[config.mk]
export PLATFORM = sky130hd
export DESIGN_NAME = div_unit
export DESIGN_NICKNAME = d
export VERILOG_FILES = /design/src/rtl/div_unit.sv
export SDC_FILE = /design/constraint.sdc
export NUM_CORES = 1
export LEC_CHECK = 0
export CORE_UTILIZATION = 45
export CTS_CLUSTER_SIZE = 40
export DETAILED_ROUTE_END_ITERATION = 12
export PLACE_DENSITY_LB_ADDON = 0.15
export SYNTH_ARGS = -nofsm -noshare
export SYNTH_HDL_FRONTEND = slang
export SYNTH_SLANG_ARGS = --single-unit
[constraint.sdc]
create_clock -name CLK -period 8.7 [get_ports CLK]
set_input_delay 1.74 -clock CLK [delete_from_list [all_inputs] [get_ports CLK]]
set_output_delay 1.74 -clock CLK [all_outputs]
set_load 0.01 [all_outputs]
[src/rtl/div_unit.sv]
// Iterative RV32M divider (DIV/DIVU/REM/REMU): restoring algorithm, one quotient bit per cycle.
// Divide-by-zero and signed overflow bypass the iteration and finish in a single cycle.
module div_unit #(
    parameter int WIDTH = 32
) (
    input  logic             CLK,
    input  logic             RESET,
    input  logic             START,
    input  logic             KILL,
    input  logic [2:0]       FUNCT3,
    input  logic [WIDTH-1:0] DATA1,
    input  logic [WIDTH-1:0] DATA2,
    input  logic [4:0]       RD_IN,
    output logic             BUSY,
    output logic             VALID,
    output logic [WIDTH-1:0] RESULT,
    output logic [4:0]       RD_OUT
);

    localparam int CNT_W = $clog2(WIDTH);

    typedef enum logic [1:0] {IDLE, CALC, FINISH} state_t;

    state_t state, state_next;

    logic             accept;
    logic             op_signed;
    logic             div_zero;
    logic             overflow;
    logic [WIDTH-1:0] abs1;
    logic [WIDTH-1:0] abs2;
    logic [WIDTH:0]   rem_shift;
    logic [WIDTH:0]   rem_trial;

    logic             is_rem_q;
    logic             special_q;
    logic             neg_quot_q;
    logic             neg_rem_q;
    logic [4:0]       rd_q;
    logic [WIDTH-1:0] divisor_q;
    logic [WIDTH-1:0] quot_q;
    logic [WIDTH-1:0] rem_q;
    logic [CNT_W-1:0] cnt_q;

    logic             valid_q;
    logic [WIDTH-1:0] result_q;
    logic [4:0]       rd_out_q;

    function automatic logic [WIDTH-1:0] abs_val(input logic signed [WIDTH-1:0] v);
        return v[WIDTH-1] ? $unsigned(-v) : $unsigned(v);
    endfunction

    function automatic logic [WIDTH-1:0] sign_fix(input logic [WIDTH-1:0] v, input logic neg);
        return neg ? -v : v;
    endfunction

    assign op_signed = ~FUNCT3[0];
    assign accept    = (state == IDLE) && START && FUNCT3[2] && !KILL;
    assign div_zero  = (DATA2 == '0);
    assign overflow  = op_signed && (DATA1 == {1'b1, {(WIDTH-1){1'b0}}}) && (DATA2 == '1);
    assign abs1      = op_signed ? abs_val($signed(DATA1)) : DATA1;
    assign abs2      = op_signed ? abs_val($signed(DATA2)) : DATA2;

    // The top bit of the trial difference is the borrow: set means the divisor did not fit.
    assign rem_shift = {rem_q, quot_q[WIDTH-1]};
    assign rem_trial = rem_shift - {1'b0, divisor_q};

    always_ff @(posedge CLK or negedge RESET) begin
        if (!RESET) begin
            state <= IDLE;
        end else begin
            state <= state_next;
        end
    end

    always_comb begin
        state_next = state;
        case (state)
            IDLE: begin
                if (accept) begin
                    state_next = (div_zero || overflow) ? FINISH : CALC;
                end
            end
            CALC: begin
                if (KILL) begin
                    state_next = IDLE;
                end else if (cnt_q == CNT_W'(WIDTH-1)) begin
                    state_next = FINISH;
                end
            end
            FINISH:  state_next = IDLE;
            default: state_next = IDLE;
        endcase
    end

    always_ff @(posedge CLK or negedge RESET) begin
        if (!RESET) begin
            is_rem_q   <= 1'b0;
            special_q  <= 1'b0;
            neg_quot_q <= 1'b0;
            neg_rem_q  <= 1'b0;
            rd_q       <= '0;
            divisor_q  <= '0;
            quot_q     <= '0;
            rem_q      <= '0;
            cnt_q      <= '0;
            valid_q    <= 1'b0;
            result_q   <= '0;
            rd_out_q   <= '0;
        end else begin
            valid_q <= 1'b0;
            if (accept) begin
                is_rem_q   <= FUNCT3[1];
                rd_q       <= RD_IN;
                cnt_q      <= '0;
                neg_quot_q <= op_signed && (DATA1[WIDTH-1] ^ DATA2[WIDTH-1]);
                neg_rem_q  <= op_signed && DATA1[WIDTH-1];
                special_q  <= div_zero || overflow;
                divisor_q  <= abs2;
                if (div_zero) begin
                    quot_q <= '1;
                    rem_q  <= DATA1;
                end else if (overflow) begin
                    quot_q <= DATA1;
                    rem_q  <= '0;
                end else begin
                    quot_q <= abs1;
                    rem_q  <= '0;
                end
            end else if (state == CALC) begin
                cnt_q <= cnt_q + CNT_W'(1);
                if (!rem_trial[WIDTH]) begin
                    rem_q  <= rem_trial[WIDTH-1:0];
                    quot_q <= {quot_q[WIDTH-2:0], 1'b1};
                end else begin
                    rem_q  <= rem_shift[WIDTH-1:0];
                    quot_q <= {quot_q[WIDTH-2:0], 1'b0};
                end
            end else if ((state == FINISH) && !KILL) begin
                valid_q  <= 1'b1;
                rd_out_q <= rd_q;
                if (is_rem_q) begin
                    result_q <= special_q ? rem_q : sign_fix(rem_q, neg_rem_q);
                end else begin
                    result_q <= special_q ? quot_q : sign_fix(quot_q, neg_quot_q);
                end
            end
        end
    end

    assign BUSY   = (state != IDLE);
    assign VALID  = valid_q;
    assign RESULT = result_q;
    assign RD_OUT = rd_out_q;

endmodule

**Word level (Yosys, flattened, before mapping)**

Cells that the tools add are included.

- Register bits after elaboration: 150
- Input bits: 76
- Output and inout port bits: 39
- Word-level logic and storage cells: 74

- Add/sub/neg operators: 6
- Eq/ne operators: 7
- Multiplexer cells: 28
- Bitwise logic cells: 4
- Reduce and logical (&&, ||, !) cells: 16

Operators by type and width:

| operator | number |
|---|---|
| $mux W32 | 17 |
| $neg A32 Y32 | 4 |
| $eq A32 B32 Y1 const B | 2 |
| $sub A33 B32 Y33 | 1 |
| $logic_not A32 Y1 | 1 |
| $mux W5 | 2 |
| $logic_and A1 B1 Y1 | 8 |
| $mux W2 | 4 |
| $add A5 B1 Y5 const B | 1 |
| $eq A5 B5 Y1 const B | 1 |
| $mux W1 | 4 |
| $pmux W2 S2 | 1 |
| $reduce_bool A2 Y1 | 2 |
| $ne A3 B3 Y1 const B | 1 |
| $not A1 Y1 | 3 |
| $reduce_and A3 Y1 | 1 |
| $eq A2 B1 Y1 const B | 1 |
| $eq A2 B2 Y1 const B | 1 |
| $logic_not A2 Y1 | 1 |
| $ne A2 B2 Y1 const B | 1 |
| $reduce_and A2 Y1 | 1 |
| $logic_not A1 Y1 | 1 |
| $logic_or A1 B1 Y1 | 1 |
| $xor A1 B1 Y1 | 1 |

**Logic depth before layout (Yosys ltp)**

Gate-level depths: netlist of the first run.

- Word-level depth: 7
- Mapped depth: 13
- Gate-level depth less buffers: 12

**Worst setup path after synthesis of the first run**

No wires, ideal clock.

- Kind: in2reg
- Start point: input DATA1[10]
- End point: register quot_q[26]
- Setup time: 0.145 ns
- Arrival: 4.033 ns
- Data required time: 8.555 ns
- Setup slack: 4.522 ns
- Cell stages on the path: 10
- Buffers on the path: 1
- Cell sequence: or4_1 -> or2_1 -> or4_4 -> or2_4 -> nor3_4 -> nor2_2 -> buf_6 -> o31ai_1 -> xor2_1 -> a32oi_1

- Cells in the longest elaborated chain, start to end: 6
- Elaborated cells on any way between the ends: 9
- Those cells by class: 1 x add/sub; 1 x eq/ne; 5 x mux; 2 x reduce/logical

Ends and longest elaborated chain:

| item | line | text |
|---|---|---|
| from (decl) | 11 | `input logic [WIDTH-1:0] DATA1,` |
| $neg A32 Y32 / $eq A32 B32 Y1 (equally long branches) | 50, 60 |  |
| $mux W32 / $logic_and A1 B1 Y1 (equally long branches) | 50, 60 |  |
| $mux W32 / $logic_and A1 B1 Y1 (equally long branches) | 61, 60 |  |
| $mux W32 * | 123 | `end else if (overflow) begin` |
| $mux W32 * | 120 | `if (div_zero) begin` |
| $mux W32 * | 112 | `if (accept) begin` |
| to (signal assigned) | 127 | `quot_q <= abs1;` |
| to (signal assigned) | 134 | `quot_q <= {quot_q[WIDTH-2:0], 1'b1};` |
| to (signal assigned) | 137 | `quot_q <= {quot_q[WIDTH-2:0], 1'b0};` |
| to (decl) | 41 | `logic [WIDTH-1:0] quot_q;` |

Mark *: on every way between the ends. The rest lies on a longest branch, timed or not.
A chain may end at the register's enable or synchronous reset.

**Worst setup path after layout of the first run**

- Start point: input DATA2[2]
- End point: register rem_q[8]

- Cells in the longest elaborated chain, start to end: 3

Ends and longest elaborated chain:

| item | line | text |
|---|---|---|
| from (decl) | 12 | `input logic [WIDTH-1:0] DATA2,` |
| $logic_not A32 Y1 | 59 | `assign div_zero = (DATA2 == '0);` |
| $mux W32 | 120 |  |
| $mux W32 | 112 |  |
| to (signal assigned) | 133 | `rem_q <= rem_trial[WIDTH-1:0];` |
| to (signal assigned) | 136 | `rem_q <= rem_shift[WIDTH-1:0];` |
| to (decl) | 42 | `logic [WIDTH-1:0] rem_q;` |

Every way passes these cells.

==> results of run 1 <==
==> registers in the layout, indices dropped and copies added (netlist names), 2 cells and up <==
signal	cells
RD_OUT	5
RESULT	32
cnt_q	5
divisor_q	32
quot_q	32
rd_q	5
rem_q	32
state	2
==> per-layer routing <==
layer | routed length [um] | vias to the layer above | GRT usage (%)
met1 | 15200 | 4746 | 36.5
li1 | - | 5158 | -
met3 | 1610 | 51 | 3.31
met2 | 13900 | 298 | 38.6
met4 | 919 | 0 | 10.2
met5 | 0 | - | 0
==> final cells by class <==
cell class                      instances  area [um^2]  share of cell area (%)
Clock buffer                           18          439                    3.36
Clock inverter                         14          165                    1.26
Inverter                               58          218                    1.67
Multi-Input combinational cell       1116         6860                    52.5
Sequential cell                       150         3750                    28.7
Tap cell                              324          405                    3.10
Timing Repair Buffer                  125         1220                    9.37
==> critical path: stages <==
cell and delay [ns]:
clkdlybuf4s50_1 0.55, nor4_1 0.60, and2_1 0.25, nand2_1 0.16, nor4b_2 0.71, nand3b_1 0.49
nor2_2 0.74, a22oi_1 0.21, o21ai_0 0.13
==> cells by family after synthesis <==
logic type               count (synthesis)
AO/OA/AOI/OAI                          421
adder cells (fa/ha/maj)                 40
buffers and inverters                  134
AND/OR/NAND/NOR                        495
XOR/XNOR                               136
flip-flops                             150
multiplexers                            24
==> synth_stat cells (3+ instances only) <==
| cell type | number | area share [%] |
|---|---|---|
| nand2_1 | 230 | 7.8 |
| and3_1 | 16 | 0.90 |
| or4_1 | 9 | 0.61 |
| clkbuf_1 | 61 | 2.1 |
| o41ai_1 | 9 | 0.71 |
| o22ai_1 | 3 | 0.17 |
| or3_1 | 15 | 0.84 |
| a22oi_1 | 15 | 1.0 |
| or2_2 | 6 | 0.34 |
| nor2_2 | 3 | 0.17 |
| xor2_1 | 62 | 4.9 |
| o21bai_1 | 5 | 0.34 |
| o21a_1 | 8 | 0.54 |
| nand2b_1 | 22 | 1.2 |
| a21o_1 | 7 | 0.47 |
| ha_1 | 39 | 4.4 |
| o21ai_0 | 164 | 7.4 |
| nand3_1 | 20 | 0.90 |
| a211oi_1 | 4 | 0.27 |
| xnor2_1 | 74 | 5.8 |
| buf_2 | 4 | 0.18 |
| nor2b_1 | 10 | 0.56 |
| o211ai_1 | 8 | 0.54 |
| a31oi_1 | 26 | 1.5 |
| nand3b_1 | 5 | 0.34 |
| o21ai_1 | 4 | 0.18 |
| a21oi_1 | 98 | 4.4 |
| mux2i_1 | 18 | 1.6 |
| nor3_1 | 30 | 1.4 |
| mux2_2 | 6 | 0.61 |
| inv_1 | 58 | 2.0 |
| nor2_1 | 80 | 2.7 |
| nand4_1 | 13 | 0.73 |
| o31ai_1 | 22 | 1.5 |
| a32oi_1 | 22 | 1.7 |
| nor4_1 | 20 | 1.1 |
| dfrtp_1 | 150 | 34 |
| buf_1 | 8 | 0.27 |
==> power groups by stage <==
stage | clock network, mW | registers, mW | logic (mW)
final | 0.764 | 1.27 | 2.26
after global routing | 0.803 | 1.31 | 2.52
after CTS | 0.778 | 1.26 | 2.25
after detailed placement | 0 | 1.27 | 2.24
after global placement | 0 | 1.26 | 2.21
after floorplan | 0 | 1.21 | 1.58
==> through the flow <==
stage / setup slack, ns / cell area, um^2 / total power, mW / hold slack [ns] / instances
after floorplan: 4.52 / 11100 / 2.79 / 0.440 / 1400
after global placement: 3.26 / 12500 / 3.47 / 0.456 / 1773
after detailed placement: 3.09 / 12500 / 3.51 / 0.457 / 1773
after CTS: 3.53 / 13100 / 4.29 / 0.474 / 1805
after global routing: 3.22 / 13100 / 4.63 / 0.493 / 1805
final: 3.45 / 13100 / 4.29 / 0.470 / 1805
==> how the worst min path moves through the flow <==
stage,to,cells past startpoint
after detailed placement,rd_q[0],2
after CTS,rd_q[0],2
after floorplan,rd_q[0],2
after global placement,rd_q[1],2
final,rd_q[0],2
after global routing,rd_q[0],2
==> impl_metrics.yaml, run 1 <==
pwr:
  p_leak_nw: 5.39
  p_seq_share_pct: 29.5
  clockPowerShare_pct: 17.8
  irDropWorstVdd_v: 0.000110
  powerDensity_nw_per_um2: 328
  combPwrFrac_pct: 52.6
  swShare_pct: 44.4
  intPower_mw: 2.38
  switchingPower_mw: 1.90
global_route:
  grtUsageTotal_pct: 25.4
  first_global_vias: 9523
  grt_max_degree: 86
  overflow: 0
  grt_pass1_wl_um: 51200
  grt_antenna_before_repair: 0
yosys:
  synth_xor_xnor_area_share_pct: 10.7
  yosys_warnings: 0
  ys_ff_latch: 150
  synth.area.mux_share_pct: 2.23
  syn_area_um2: 11100
  synth_cells: 1400
  async_flop_share_pct: 100
  synthFlopType: "dfrtp_1"
  synthSimpleGateAreaFrac_pct: 20.9
  synthAdderAreaFrac_pct: 4.57
  synth_nets: 1516
  synth_edf_count: 0
  synth_compound_area_share_pct: 23.1
  ys_types: 72
  synth.avg_cell_area_um2: 7.94
  ys_seq_area_share_pct: 33.8
  synth_top_family_by_area: "compound AO/OA/AOI/OAI gates"
cells_and_area:
  postLayoutCoreUtil_pct: 53.9
  fin_nets: 1584
  final_cell_mix: "nand2_1, o21ai_0, dfrtp_1"
  diodes: 0
  fillers: 2410
  area_delta_synth_final_pct: 17.6
  final_common_cell: "nand2_1"
  drive_above_1_share_pct: 5.33
clock_network:
  cts_tree: "yes"
  clkTransAtPathRegs_ns: 0.07
  cts_root_buffer: "clkbuf_16"
  clock-sinks: 150
  h-tree-depth: 4
  clk_latency_ns: 0.44
  cts_inserted_buffers: 17
  postCtsHoldBufs: 0
  cts.path.max_buffers: 2
  postCtsSetupRepairBufs: 0
  cts_resized: 0
route:
  vias: 10300
  routed_wl_um: 31700
  ant_nets: 0
  drtIter0Drc: 793
  drtPass1Iterations: 5
  route.detailed.drc: 0
  post_drt_wl_per_cell_um: 17.5
  vias_per_cell: 5.68
min_path:
  hp-class: "flip-flop to flip-flop"
  min_from: "rd_q[0]"
sta:
  rsz0062_at_grt: "false"
  fin_skew_ns: 0.0116
  finalHoldViolCount: 0
  min_period_over_period_pct: 60.4
  maxSlewHeadroom_pct: 26.3
  setup-tns-final_ns: 0
  setup_violations: 0
  fmax_ghz: 0.190
  tightest_slew_ns: 1.10
  min_period_ns: 5.25
  slew_violations: 0
worst_setup_path:
  worst-endpoint-required_ns: 9.04
  crit_path_end_kind: "flip-flop"
  cp-start-kind: "input pin"
  cp_max_fo: 18
  r2r_setup_slack_ns: 4.26
  r2r_cells: 12
  crit_type: "input pin to flip-flop"
  critPathLaunch: "DATA2[2]"
  r2r-start: "quot_q[31]"
  reg2reg_to: "rem_q[22]"
  critical_path_arrival_ns: 5.59
  cp-endpoint: "rem_q[8]"
die:
  start_util_pct: 45.8
  design.die.area_um2: 25300
  num_io_pins: 115
  fp.dieH_um: 159
  rows: 57
  core_area_um2: 24200
  die_w_um: 159
placed_design:
  io_buffers: 114
  hpwl_um: 23800
  globalplace.congestion: 0.884
run:
  maxCapViolCount: 0
run_status:
  status: "finished, final reports clean"
No activity file was read; power rests on OpenSTA's default activity.
==> run 2, diff against run 1 <==
clock period = 4.45 ns   (was 8.7 ns; I/O delays follow)
==> run 2 against run 1 <==
Against the previous run: final area increased by 1.1%; sequential power is 96% higher; first-iteration DRC count rose by 9.7%; critical endpoint is now quot_q[3]; global-route usage increased by 0.66 points; clock power increased by 85%; worst hold slack improved by 0.0049 ns; via count increased by 2.1%; highest routed layer unchanged.
==> impl_metrics.yaml, run 2 (synthesis results as in run 1) <==
worst_setup_path:
  crit_path_end_kind: "flip-flop"
  cp_max_fo: 25
  crit_type: "input pin to flip-flop"
  critical_path_arrival_ns: 4.05
  cp-start-kind: "input pin"
  worst-endpoint-required_ns: 4.73
global_route:
  grt_max_degree: 85
  overflow: 0
  first_global_vias: 9661
  grtUsageTotal_pct: 26.1
  grt_pass1_wl_um: 52400
  grt_antenna_before_repair: 0
placed_design:
  io_buffers: 114
  post_dp_cell_area_um2: 12600
  hpwl_um: 24500
  dp_cells: 1796
  globalplace.congestion: 0.866
cells_and_area:
  fin_nets: 1607
  final_cell_mix: "nand2_1, o21ai_0, dfrtp_1"
  regArea_um2: 3750
  postLayoutCellArea_um2: 13200
  final_common_cell: "nand2_1"
  drive_above_1_share_pct: 6.72
  postLayoutCoreUtil_pct: 54.5
  fillers: 2332
  diodes: 0
  multi_input_area_um2: 6860
  area_delta_synth_final_pct: 18.9
  final_cells: 1828
clock_network:
  clk_latency_ns: 0.43
  cts_resized: 0
  clkTransAtPathRegs_ns: 0.07
  postCtsSetupRepairBufs: 0
  cts_root_buffer: "clkbuf_16"
  postCtsHoldBufs: 0
  cts_tree: "yes"
  cts.path.max_buffers: 2
  h-tree-depth: 4
  cts_inserted_buffers: 17
  clock-sinks: 150
sta:
  finalHoldViolCount: 0
  min_period_over_period_pct: 84.9
  setup_violations: 0
  min_period_ns: 3.78
  maxSlewHeadroom_pct: 20.3
  fmax_ghz: 0.265
  rsz0062_at_grt: "false"
  setup-tns-final_ns: 0
  fin_skew_ns: 0.0130
  slew_violations: 0
  tightest_slew_ns: 1.19
die:
  design.die.area_um2: 25300
  start_util_pct: 45.8
  rows: 57
  fp.dieH_um: 159
  num_io_pins: 115
  die_w_um: 159
  core_area_um2: 24200
route:
  drtPass1Iterations: 6
  ant_nets: 0
  route.detailed.drc: 0
  routed_wl_um: 32200
  vias: 10500
  drtIter0Drc: 870
  post_drt_wl_per_cell_um: 17.6
  vias_per_cell: 5.73
run_status:
  status: "finished, final reports clean"
pwr:
  total_power_mw: 8.46
  p_leak_nw: 5.50
  irDropWorstVdd_v: 0.000265
  powerDensity_nw_per_um2: 640
min_path:
  hp-class: "flip-flop to flip-flop"
run:
  maxCapViolCount: 0
run 2: cell types whose count changed in the layout (fill, tap and decap cells not counted):
cell	change
inv_8	-2
clkinvlp_4	-1
clkinv_4	+2
inv_6	+2
buf_12	+1
bufinv_16	-1
buf_4	+22
nor2_1	+1
nor2_2	-1
clkbuf_8	-1
clkinv_2	+1
run 2: power by group:
group	total [mW]	leakage (nW)	internal [mW]	switching [mW]
sequential	2.49	1.86	1.86	0.624
clock	1.41	0.272	0.781	0.626
combinational	4.57	3.36	2.06	2.51
total	8.46	5.50	4.70	3.76
run 2: layout make-up:
class	instances	share of cell area, %
repair buffers	148	10.7
inverters	58	1.65
clock buffers	17	3.22
multi-input cells	1116	51.9
flip-flops and latches	150	28.4
well taps	324	3.07
clock inverters	15	1.10
run 2: through the flow:
stage	worst slack, ns	hold slack (ns)
after global routing	0.562	0.496
after CTS	0.714	0.479
after global placement	0.290	0.452
after floorplan	1.12	0.440
final	0.673	0.475
after detailed placement	0.260	0.462
run 2: final timing paths:
path                              to  cells past startpoint  startpoint  slack, ns
max                        quot_q[3]                     10   DATA1[11]       0.67
min                        RESULT[6]                      2   RESULT[6]       0.48
max reg2reg                quot_q[0]                     13  quot_q[31]       0.81
min reg2reg                RESULT[6]                      2   RESULT[6]       0.48
max in group asynchronous  rem_q[15]                      2       RESET       2.96
min in group asynchronous  RESULT[4]                      1       RESET       0.52
run 2: metal layers:
metal	wire (um)	global-route usage, %	up-vias
met5	0	0	-
met4	822	8.96	0
met3	1630	2.97	37
met2	14500	40.9	340
met1	15300	37.2	4896
li1	-	-	5196
run 2: worst max-delay path, stage by stage:
cell             delay, ns
clkdlybuf4s50_1       0.53
or4_1                 0.60
or2_1                 0.28
or4_4                 0.52
or2_4                 0.29
nor3_4                0.27
nor2_2                0.24
o31ai_1               0.18
xor2_1                0.18
a32oi_1               0.07
